## config.mk

```make
export PLATFORM = sky130hd
export DESIGN_NAME = obi_byteram_if
export DESIGN_NICKNAME = d
export VERILOG_FILES = /design/src/rtl/obi_byteram_pkg.sv /design/src/rtl/obi_gnt_gen.sv /design/src/rtl/obi_byteram_if.sv
export SDC_FILE = /design/constraint.sdc
export NUM_CORES = 1
export LEC_CHECK = 0
export CAP_MARGIN = 20
export CORE_MARGIN = 2
export CORE_UTILIZATION = 21
export CTS_CLUSTER_SIZE = 25
export DETAILED_ROUTE_END_ITERATION = 12
export PLACE_DENSITY = 0.88
export SYNTH_ARGS = -nofsm -noshare
export SYNTH_HDL_FRONTEND = slang
export SYNTH_SLANG_ARGS = --single-unit
```

## constraint.sdc

```tcl
create_clock -name clk_i -period 2.23 [get_ports clk_i]
set_clock_uncertainty 0.2 [all_clocks]
set_input_delay 0.446 -clock clk_i [delete_from_list [all_inputs] [get_ports clk_i]]
set_output_delay 0.446 -clock clk_i [all_outputs]
set_load 0.02 [all_outputs]
```

## src/rtl/obi_byteram_pkg.sv

```systemverilog
// Shared types and constants for the OBI front-end of the byte-addressed test RAM.
package obi_byteram_pkg;

  typedef enum logic [1:0] {
    GNT_ALWAYS = 2'd0,
    GNT_FIXED  = 2'd1,
    GNT_RANDOM = 2'd2
  } gnt_mode_e;

  typedef enum logic [1:0] {
    StIdle,
    StWait,
    StReady
  } gnt_state_e;

  localparam logic [15:0] LFSR_SEED = 16'hACE1;
  // Right-shifting Fibonacci form: bits 0,2,3,5 are taps 16,14,13,11.
  localparam logic [15:0] LFSR_TAPS = 16'h002D;

  typedef struct packed {
    logic        valid;
    logic        err;
    logic        is_read;
    logic [31:0] rdata;
  } resp_t;

endpackage

```

## src/rtl/obi_gnt_gen.sv

```systemverilog
// Grant throttle: always-on, fixed stall after req, or LFSR-driven pseudo-random.
module obi_gnt_gen
  import obi_byteram_pkg::*;
#(
  parameter int unsigned GNT_MODE  = 0,
  parameter int unsigned GNT_DELAY = 2
) (
  input  logic i_clk,
  input  logic i_rst,
  input  logic i_req,
  input  logic i_xfer,
  output logic o_gen_ok
);

  localparam gnt_mode_e  Mode  = gnt_mode_e'(GNT_MODE[1:0]);
  localparam logic [3:0] Delay = GNT_DELAY[3:0];

  gnt_state_e  r_state;
  logic [3:0]  r_cnt;
  logic [15:0] r_lfsr;
  logic        w_fb;
  logic [3:0]  w_cnt_inc;

  assign w_fb      = ^(r_lfsr & LFSR_TAPS);
  assign w_cnt_inc = r_cnt + 4'd1;

  always_ff @(posedge i_clk or posedge i_rst) begin
    if (i_rst) begin
      r_state <= StIdle;
      r_cnt   <= 4'd0;
      r_lfsr  <= LFSR_SEED;
    end else begin
      r_lfsr <= {w_fb, r_lfsr[15:1]};
      if (!i_req) begin
        r_state <= StIdle;
        r_cnt   <= 4'd0;
      end else if (i_xfer) begin
        // Each new request pays the full stall again.
        r_state <= (Delay == 4'd0) ? StReady : StWait;
        r_cnt   <= 4'd0;
      end else if (r_cnt != Delay) begin
        r_cnt   <= w_cnt_inc;
        r_state <= (w_cnt_inc == Delay) ? StReady : StWait;
      end
    end
  end

  always_comb begin
    case (Mode)
      GNT_FIXED:  o_gen_ok = (Delay == 4'd0) || (r_state == StReady);
      GNT_RANDOM: o_gen_ok = r_lfsr[0];
      default:    o_gen_ok = 1'b1;
    endcase
  end

endmodule

```

## src/rtl/obi_byteram_if.sv

```systemverilog
// OBI slave front-end for a single-port byte RAM: throttled grant, in-order responses,
// configurable response latency and error responses outside the RAM window.
module obi_byteram_if
  import obi_byteram_pkg::*;
#(
  parameter int unsigned ADDR_WIDTH      = 8,
  parameter int unsigned GNT_MODE        = 0,
  parameter int unsigned GNT_DELAY       = 2,
  parameter int unsigned RVALID_DELAY    = 0,
  parameter int unsigned MAX_OUTSTANDING = 2
) (
  input  logic                  clk_i,
  input  logic                  rst_i,
  input  logic                  obi_req_i,
  output logic                  obi_gnt_o,
  input  logic [31:0]           obi_addr_i,
  input  logic                  obi_we_i,
  input  logic [3:0]            obi_be_i,
  input  logic [31:0]           obi_wdata_i,
  output logic                  obi_rvalid_o,
  output logic [31:0]           obi_rdata_o,
  output logic                  obi_err_o,
  output logic                  ram_en_o,
  output logic [ADDR_WIDTH-1:0] ram_addr_o,
  output logic [31:0]           ram_wdata_o,
  output logic                  ram_we_o,
  output logic [3:0]            ram_be_o,
  input  logic [31:0]           ram_rdata_i
);

  localparam int unsigned     Depth  = RVALID_DELAY + 1;
  localparam int unsigned     CntW   = $clog2(MAX_OUTSTANDING + 1);
  localparam logic [CntW-1:0] MaxOut = CntW'(MAX_OUTSTANDING);
  localparam logic [CntW-1:0] One    = CntW'(1);

  logic            w_gen_ok;
  logic            w_in_range;
  logic            w_slot_free;
  logic            w_xfer;
  logic            w_unused_addr;
  logic [CntW-1:0] r_outstanding;
  resp_t           r_pipe [Depth];
  resp_t           w_head;
  resp_t           w_tail;

  obi_gnt_gen #(
    .GNT_MODE  (GNT_MODE),
    .GNT_DELAY (GNT_DELAY)
  ) u_gnt_gen (
    .i_clk    (clk_i),
    .i_rst    (rst_i),
    .i_req    (obi_req_i),
    .i_xfer   (w_xfer),
    .o_gen_ok (w_gen_ok)
  );

  assign w_in_range    = (obi_addr_i[31:ADDR_WIDTH] == '0);
  // A retiring response frees its slot in the same cycle.
  assign w_slot_free   = (r_outstanding < MaxOut) | obi_rvalid_o;
  assign obi_gnt_o     = obi_req_i & w_gen_ok & w_slot_free & ~rst_i;
  assign w_xfer        = obi_gnt_o;
  assign w_unused_addr = ^obi_addr_i[1:0];

  // Reset forces every output low even while the core keeps driving the bus.
  assign ram_en_o    = w_xfer & w_in_range;
  assign ram_addr_o  = rst_i ? '0 : {obi_addr_i[ADDR_WIDTH-1:2], 2'b00};
  assign ram_we_o    = ram_en_o & obi_we_i;
  assign ram_be_o    = ram_en_o ? obi_be_i : 4'b0000;
  assign ram_wdata_o = ram_en_o ? obi_wdata_i : 32'd0;

  // RAM data is only valid the cycle after the access, so stage 0 picks it up directly.
  always_comb begin
    w_head       = r_pipe[0];
    w_head.rdata = (r_pipe[0].valid & r_pipe[0].is_read & ~r_pipe[0].err) ? ram_rdata_i : 32'd0;
    w_tail       = (Depth == 1) ? w_head : r_pipe[Depth-1];
  end

  assign obi_rvalid_o = w_tail.valid;
  assign obi_err_o    = w_tail.err;
  assign obi_rdata_o  = w_tail.rdata;

  always_ff @(posedge clk_i or posedge rst_i) begin
    if (rst_i) begin
      for (int unsigned i = 0; i < Depth; i++) r_pipe[i] <= '0;
      r_outstanding <= '0;
    end else begin
      r_pipe[0] <= '{valid: w_xfer, err: w_xfer & ~w_in_range, is_read: w_xfer & ~obi_we_i,
                     rdata: 32'd0};
      for (int unsigned i = 1; i < Depth; i++) r_pipe[i] <= (i == 1) ? w_head : r_pipe[i-1];
      if (w_xfer & ~obi_rvalid_o) r_outstanding <= r_outstanding + One;
      else if (~w_xfer & obi_rvalid_o) r_outstanding <= r_outstanding - One;
    end
  end

endmodule

```

==> impl_summary.log, run 1 <==
INFO  metric first_global_vias = 1978
INFO  metric route.final.wire_length = 6910 um
INFO  metric placementRows = 25
INFO  metric cts_made_buffers = 3
INFO  metric dr.pass1.iters = 4
INFO  metric power_switching_share = 0.358
INFO  metric gr-total-overflow = 0
INFO  metric r2r_end = r_outstanding[1]
INFO  metric drc = 0
INFO  metric critical_path.n_buffers_inverters = 5
INFO  metric power.ir.vdd_worst = 205 uV
INFO  metric final.setup.worst_slack = -0.239 ns
INFO  metric cellPowerDensity = 245 nW/um2
INFO  metric finalWeightedCongestion = 0.716
INFO  metric fp.coreArea = 4690 um2
INFO  metric seqCellArea = 125 um2
INFO  metric critPathLaunchType = input port
INFO  metric multiInputGateArea = 1250 um2
INFO  metric initial_utilization = 0.216
INFO  metric timing.critical_path.fanout_max = 5
INFO  metric portBuffers = 180
INFO  metric cp.arrival = 1.82 ns
INFO  metric areaGrowthSynthToFinish = 273%
INFO  metric n_fill_cell = 293
INFO  metric finalWorstPathRequiredPeriod = 2.47 ns
INFO  metric worst_r2r_startpoint = obi_rvalid_o
INFO  metric synth.yosys.warnings = 0
INFO  metric post_route_cells_drive_above_1_share = 0.514
INFO  metric cts.htree.levels = 1
INFO  metric design.portCount = 185
INFO  metric switching_power = 332 uW
INFO  metric setup_repair_after_global_routing_missed_its_margin = yes
INFO  metric routed_via_density = 4.67
INFO  metric postSynthAreaPerCell = 6.46 um2
INFO  metric power_frac_comb = 0.675
INFO  metric hold_class = input port to async pin
INFO  metric tritoncts_num_sinks = 5
INFO  metric required_time_of_the_critical_path = 1.58 ns
INFO  metric crit_family = buffers and inverters
INFO  metric crit_type = input port to output port
INFO  metric report.final.slew_viol_count = 0
INFO  metric worst_hold_slack = -0.00161 ns
INFO  metric post_drt_wl_per_cell = 16.4 um
INFO  metric route.vias.total = 1969
INFO  metric post_dp_cell_area = 3070 um2
INFO  metric max_cap_viol_count = 0
INFO  metric finalCritPeriodShare = 1.11
INFO  metric post_cts_hold_buffer_count = 0
INFO  metric finish.net_count = 474
INFO  metric postSynthCellCount = 157
INFO  metric r2r.worst_path.cells = 10
INFO  metric cp.depth = 8
INFO  metric detail-route-antenna-nets = 0
INFO  metric critical-path-slowest-cell = nor4_2
INFO  metric timing.critical_path.to = ram_wdata_o[31]
INFO  metric die-height = 73.5 um
INFO  metric hold_violations = 3
INFO  metric groute.usage.overall = 0.231
INFO  metric drt_iter0_drc = 23
INFO  metric synth_seq_cells = 5
INFO  metric setup.reg_to_reg.worst_slack = 0.10 ns
INFO  metric clock_transition_at_path_regs = 0.04 ns
INFO  metric grt_first_pass_wirelength = 9580 um
INFO  metric floorplan.die.width = 73.5 um
INFO  metric cp-end-kind = output port
INFO  metric timing.critical_path.from = obi_addr_i[25]
INFO  metric power = 926 uW
INFO  metric power_frac_clock = 0.178
INFO  metric synth_cell_type_count = 21
INFO  metric die-area = 5400 um2
INFO  metric run_status = finished, violations left
INFO  metric antenna_found_initial = 0
INFO  metric cts_tree = done
INFO  metric fin_tns_setup = -5.19 ns
INFO  metric cp_cell_sequence = buf_2 -> nor4_2 -> nand4_1 -> buf_6 -> buf_12 -> buf_6 -> nor4_4 -> buf_4
INFO  metric synthesis.area = 1010 um2
INFO  metric cellLeakagePower = 1.89 nW
INFO  metric ys_seq_area_frac = 0.123
INFO  metric timing.critical_path.slowest_cell_delay = 0.26 ns
INFO  metric worst_path_most_repeated_cell = buf_6
INFO  metric violations = negative hold slack, negative setup slack
INFO  metric seq_power_share = 0.147
INFO  metric grt_max_degree = 33
INFO  metric antenna_cells_inserted = 0
INFO  metric internal_power = 594 uW
INFO  metric clockRootBuffer = clkbuf_8
INFO  metric hpwl = 4470 um
INFO  metric fmax = 405 MHz
INFO  metric post-route-cell-area = 3780 um2
INFO  metric layout.core_utilization = 0.806
INFO  metric worstSkewPairLatency = 0.22 ns
INFO  metric max-clock-path-buffers = 2
INFO  metric setup_viol = 38
-- sequential cells by signal (all words and copies together), names as in the netlist --
signal	count
r_pipe	1
obi_err_o	1
obi_rvalid_o	1
r_outstanding	2
-- routing by layer --
metal / track usage / part of all wire / vias up
met4: 0.0707 / 0.025 / 0
met2: 0.472 / 0.57 / 114
met3: 0.0590 / 0.095 / 12
met5: 0 / 0 / -
met1: 0.219 / 0.31 / 908
li1: - / - / 935
-- worst register-to-register path, stage by stage, from the launching register on --
cell and delay [ns]:
dfrtp_1 0.39, o211ai_1 0.29, buf_4 0.22, buf_12 0.14, buf_4 0.11, inv_1 0.05
buf_4 0.14, ha_4 0.15, xor2_1 0.15, nor2_2 0.05, xnor2_1 0.12
-- Yosys cell counts --
library cell | n | area, um2
nor2b_1 | 6 | 37.5
nor3b_1 | 1 | 7.51
ha_1 | 1 | 12.5
buf_2 | 3 | 15.0
inv_1 | 41 | 154
buf_6 | 1 | 11.3
nor4_1 | 34 | 213
nand4_1 | 1 | 6.26
xnor2_1 | 2 | 17.5
and2_1 | 32 | 200
buf_4 | 2 | 15.0
o21ba_2 | 1 | 10.0
nor3_1 | 1 | 5.00
o211ai_1 | 1 | 7.51
clkbuf_1 | 11 | 41.3
nand2_1 | 1 | 3.75
dfrtp_1 | 5 | 125
nor2_1 | 2 | 7.51
nor4_2 | 9 | 113
xor2_1 | 1 | 8.76
conb_1 | 1 | 3.75
-- power groups by stage --
stage,clock (mW),sequential (mW),combinational [mW]
after CTS,0.165,0.133,0.517
after global routing,0.175,0.137,0.659
after detailed placement,0,0.134,0.458
after global placement,0,0.133,0.450
after floorplan,0,0.138,0.166
final,0.165,0.136,0.625
-- cells in the final DEF (no fill, tap or decap), types with 4 or more instances in the layout --
cell	n
inv_1	39
dlygate4sd2_1	7
buf_6	19
nor2b_1	6
buf_2	11
and2_1	32
clkbuf_2	33
nor4_4	40
buf_16	7
buf_12	7
clkdlybuf4s50_1	77
buf_4	53
dfrtp_1	5
clkdlybuf4s15_1	4
-- logic make-up after synthesis --
family          synth area share
buf+inv                    0.233
flops                      0.123
compound gates            0.0173
fa+ha+maj                 0.0123
xor+xnor                  0.0259
simple gates               0.584
other cells              0.00370
-- what timing repair did --
item,in CTS,in global routing
cloned,9,3
pin swaps,15,23
gates resized for setup,412,105
setup endpoints to repair,79,72
setup buffers,14,4
-- worst min-delay path by stage --
| stage | startpoint | endpoint | slack [ns] |
|---|---|---|---|
| after detailed placement | r_outstanding[0] | r_outstanding[0] | 0.28 |
| after global placement | r_outstanding[0] | r_outstanding[0] | 0.28 |
| after CTS | rst_i | r_outstanding[1] | 0.1 |
| after global routing | rst_i | obi_rvalid_o | 0.006 |
| after floorplan | rst_i | obi_err_o | 0.03 |
| final | rst_i | r_outstanding[1] | -0.002 |
-- area by class of cell --
cell class              count  share of cell area
repair buffers            223               0.567
well taps                  54              0.0179
flip-flops and latches      5              0.0331
inverters                  41              0.0407
multi-input cells          95               0.330
clock buffers               4              0.0119
-- stage by stage --
step / setup slack, ns / cells
after detailed placement: -1.02 / 391
final: -0.239 / 422
after global placement: -0.915 / 391
after global routing: -0.316 / 422
after CTS: -0.275 / 418
after floorplan: -0.170 / 158
No activity file was read; power rests on OpenSTA's default activity.
==> run 2: changes to the inputs <==
--- a/config.mk
+++ b/config.mk
@@ -11,6 +11,7 @@
 export CTS_CLUSTER_SIZE = 25
 export DETAILED_ROUTE_END_ITERATION = 12
 export PLACE_DENSITY = 0.88
+export SLEW_MARGIN = 20
 export SYNTH_ARGS = -nofsm -noshare
 export SYNTH_HDL_FRONTEND = slang
 export SYNTH_SLANG_ARGS = --single-unit
==> results of run 2 <==
The final DEF is identical to that of run 1; final timing and power are the same.
==> run 3: changes to the inputs <==
--- a/config.mk
+++ b/config.mk
@@ -7,10 +7,10 @@
 export LEC_CHECK = 0
 export CAP_MARGIN = 20
 export CORE_MARGIN = 2
-export CORE_UTILIZATION = 21
+export CORE_UTILIZATION = 22
 export CTS_CLUSTER_SIZE = 25
 export DETAILED_ROUTE_END_ITERATION = 12
-export PLACE_DENSITY = 0.88
+export PLACE_DENSITY = 0.92
 export SLEW_MARGIN = 20
 export SYNTH_ARGS = -nofsm -noshare
 export SYNTH_HDL_FRONTEND = slang
==> constraint.sdc (replaced) <==
create_clock -name clk_i -period 3 [get_ports clk_i]
set_clock_uncertainty 0.2 [all_clocks]
set_input_delay 0.6 -clock clk_i [delete_from_list [all_inputs] [get_ports clk_i]]
set_output_delay 0.6 -clock clk_i [all_outputs]
set_load 0.02 [all_outputs]
==> run 3 against run 2 <==
The run ends with negative setup slack left. Count of clock-buffer cells in the layout did not move. Global-route usage down 3.3 points. Die area shrank 4.3%. Combinational power fell by 50%. Register-to-register slack improved by 0.87 ns. Worst setup slack better by 0.23 ns. Via count fell by 8.7%. First-iteration DRC count up 100%. Flip-flop and latch count stayed put. Critical path type unchanged. Largest cell class unchanged.
==> impl_summary.log, run 3 (synthesized netlist as in run 1, its figures left out) <==
INFO  metric run_status = finished, violations left
INFO  metric violations = negative setup slack
INFO  metric crit_family = buffers and inverters
INFO  metric required_time_of_the_critical_path = 2.20 ns
INFO  metric cp_cell_sequence = dlymetal6s2s_1 -> nor4_2 -> nand4_1 -> buf_4 -> clkbuf_16 -> buf_8 -> nor4_2 -> buf_2
INFO  metric finalWeightedCongestion = 0.748
INFO  metric floorplan.die.width = 71.9 um
INFO  metric initial_utilization = 0.231
INFO  metric power_switching_share = 0.312
INFO  metric worst_hold_slack = 0.302 ns
INFO  metric timing.critical_path.from = obi_addr_i[30]
INFO  metric seq_power_share = 0.186
INFO  metric route.vias.total = 1797
INFO  metric hold_class = register to register
INFO  metric cellLeakagePower = 1.50 nW
INFO  metric final.setup.worst_slack = -0.00458 ns
INFO  metric clockRootBuffer = clkbuf_8
INFO  metric r2r_end = r_outstanding[1]
INFO  metric power_frac_comb = 0.584
INFO  metric routed_via_density = 4.56
INFO  metric largest_register_ff_count = 2
INFO  metric cts_made_buffers = 3
INFO  metric post_layout_nonfiller_instances = 394
INFO  metric timing.critical_path.to = ram_wdata_o[25]
INFO  metric grt_first_pass_wirelength = 8020 um
INFO  metric detail-route-antenna-nets = 0
INFO  metric critical_path.n_buffers_inverters = 5
INFO  metric die-height = 71.9 um
INFO  metric finalCritPeriodShare = 1.00
INFO  metric top_register = r_outstanding
INFO  metric gr-total-overflow = 0
INFO  metric critical-path-slowest-cell = nand4_1
INFO  metric layout_commonest_cell = clkdlybuf4s50_1
INFO  metric design.portCount = 185
INFO  metric report.final.slew_viol_count = 0
INFO  metric cellPowerDensity = 177 nW/um2
INFO  metric cts_tree = done
INFO  metric cp.arrival = 2.20 ns
INFO  metric n_fill_cell = 358
INFO  metric worstSkewPairLatency = 0.22 ns
INFO  metric groute.usage.overall = 0.198
INFO  metric wl_met2 = 3200 um
INFO  metric max-clock-path-buffers = 2
INFO  metric internal_power = 368 uW
INFO  metric hpwl = 4620 um
INFO  metric portBuffers = 180
INFO  metric r2r.worst_path.cells = 8
INFO  metric tritoncts_num_sinks = 5
INFO  metric route.final.wire_length = 5800 um
INFO  metric multiInputGateArea = 751 um2
INFO  metric first_global_vias = 1656
INFO  metric power.ir.vdd_worst = 130 uV
INFO  metric post_drt_wl_per_cell = 14.7 um
INFO  metric fin_tns_setup = -0.00458 ns
INFO  metric finalWorstPathRequiredPeriod = 3.00 ns
INFO  metric placementRows = 24
INFO  metric fmax = 333 MHz
INFO  metric max_cap_viol_count = 0
INFO  metric layout.cells.most_common_list = 125 x clkdlybuf4s50_1, 41 x inv_1, 32 x and2_1, 31 x buf_2, 23 x nor4_1
INFO  metric dr.pass1.iters = 4
INFO  metric worst_r2r_startpoint = obi_rvalid_o
INFO  metric timing.critical_path.slowest_cell_delay = 0.29 ns
INFO  metric switching_power = 167 uW
INFO  metric critPathLaunchType = input port
INFO  metric hold_violations = 0
INFO  metric antenna_cells_inserted = 0
INFO  metric setup_viol = 1
INFO  metric cp.depth = 8
INFO  metric worst_path_most_repeated_cell = nor4_2
INFO  metric seqCellArea = 125 um2
INFO  metric cts.htree.levels = 1
INFO  metric highest-signal-layer = met4
INFO  metric fp.coreArea = 4380 um2
INFO  metric drt_iter0_drc = 46
INFO  metric grt_max_degree = 33
INFO  metric finish.net_count = 448
INFO  metric cp-end-kind = output port
INFO  metric die-area = 5170 um2
INFO  metric drc = 0
INFO  metric clock_transition_at_path_regs = 0.03 ns
INFO  metric areaGrowthSynthToFinish = 199%
INFO  metric timing.critical_path.fanout_max = 6
INFO  metric antenna_found_initial = 0
INFO  metric setup.reg_to_reg.worst_slack = 0.97 ns
INFO  metric setup_repair_after_global_routing_missed_its_margin = yes
INFO  metric wl_met1 = 1930 um
INFO  metric crit_type = input port to output port
INFO  metric post_route_cells_drive_above_1_share = 0.237
INFO  metric power_frac_clock = 0.230
INFO  metric routed-wl-met3 = 537 um
INFO  metric cells_after_dpl = 383
==> run 3: how the worst min path moves through the flow <==
stage               cells after the start                to  slack, ns              from
finish                                  1  r_outstanding[0]       0.30  r_outstanding[0]
global route                            1  r_outstanding[0]       0.32  r_outstanding[0]
CTS                                     1  r_outstanding[0]       0.30  r_outstanding[0]
detailed placement                      1  r_outstanding[0]       0.29  r_outstanding[0]
global placement                        1  r_outstanding[0]       0.28  r_outstanding[0]
floorplan                               1         obi_err_o       0.19             rst_i
==> run 3: final cells by class <==
cell class,instances,area share
clock buffer,4,0.0148
sequential,5,0.0412
multi-input combinational,95,0.247
tap,52,0.0214
timing repair buffer,197,0.624
inverter,41,0.0507
==> run 3: metal layers <==
metal / track usage / vias up
met5: 0 / -
met4: 0.0797 / 0
met3: 0.0556 / 10
met2: 0.388 / 113
met1: 0.194 / 795
li1: - / 879
==> run 3: power groups by stage <==
| stage | clock [mW] | combinational [mW] | sequential (mW) |
|---|---|---|---|
| floorplan | 0 | 0.111 | 0.103 |
| global placement | 0 | 0.302 | 0.0991 |
| detailed placement | 0 | 0.310 | 0.0996 |
| CTS | 0.124 | 0.309 | 0.0995 |
| global route | 0.130 | 0.338 | 0.101 |
| finish | 0.123 | 0.313 | 0.0994 |
==> run 3: repair_timing <==
action                                  CTS  global route
pin swaps                                 0             7
resized for setup                       190            49
gates cloned                              0             3
hold buffers                              0             0
endpoints found under the setup margin   39            35
setup buffers                             0             4
==> run 3: through the flow <==
step | worst slack, ns | utilization | power (mW) | area [um2]
3_3_place_gp | -0.420 | 0.663 | 0.401 | 2910
5_1_grt | -0.0671 | 0.692 | 0.569 | 3030
4_1_cts | -0.0226 | 0.634 | 0.532 | 2780
2_1_floorplan | 0.292 | - | 0.214 | 1020
3_5_place_dp | -0.454 | 0.663 | 0.409 | 2910
6_report | -0.00458 | 0.692 | 0.536 | 3030
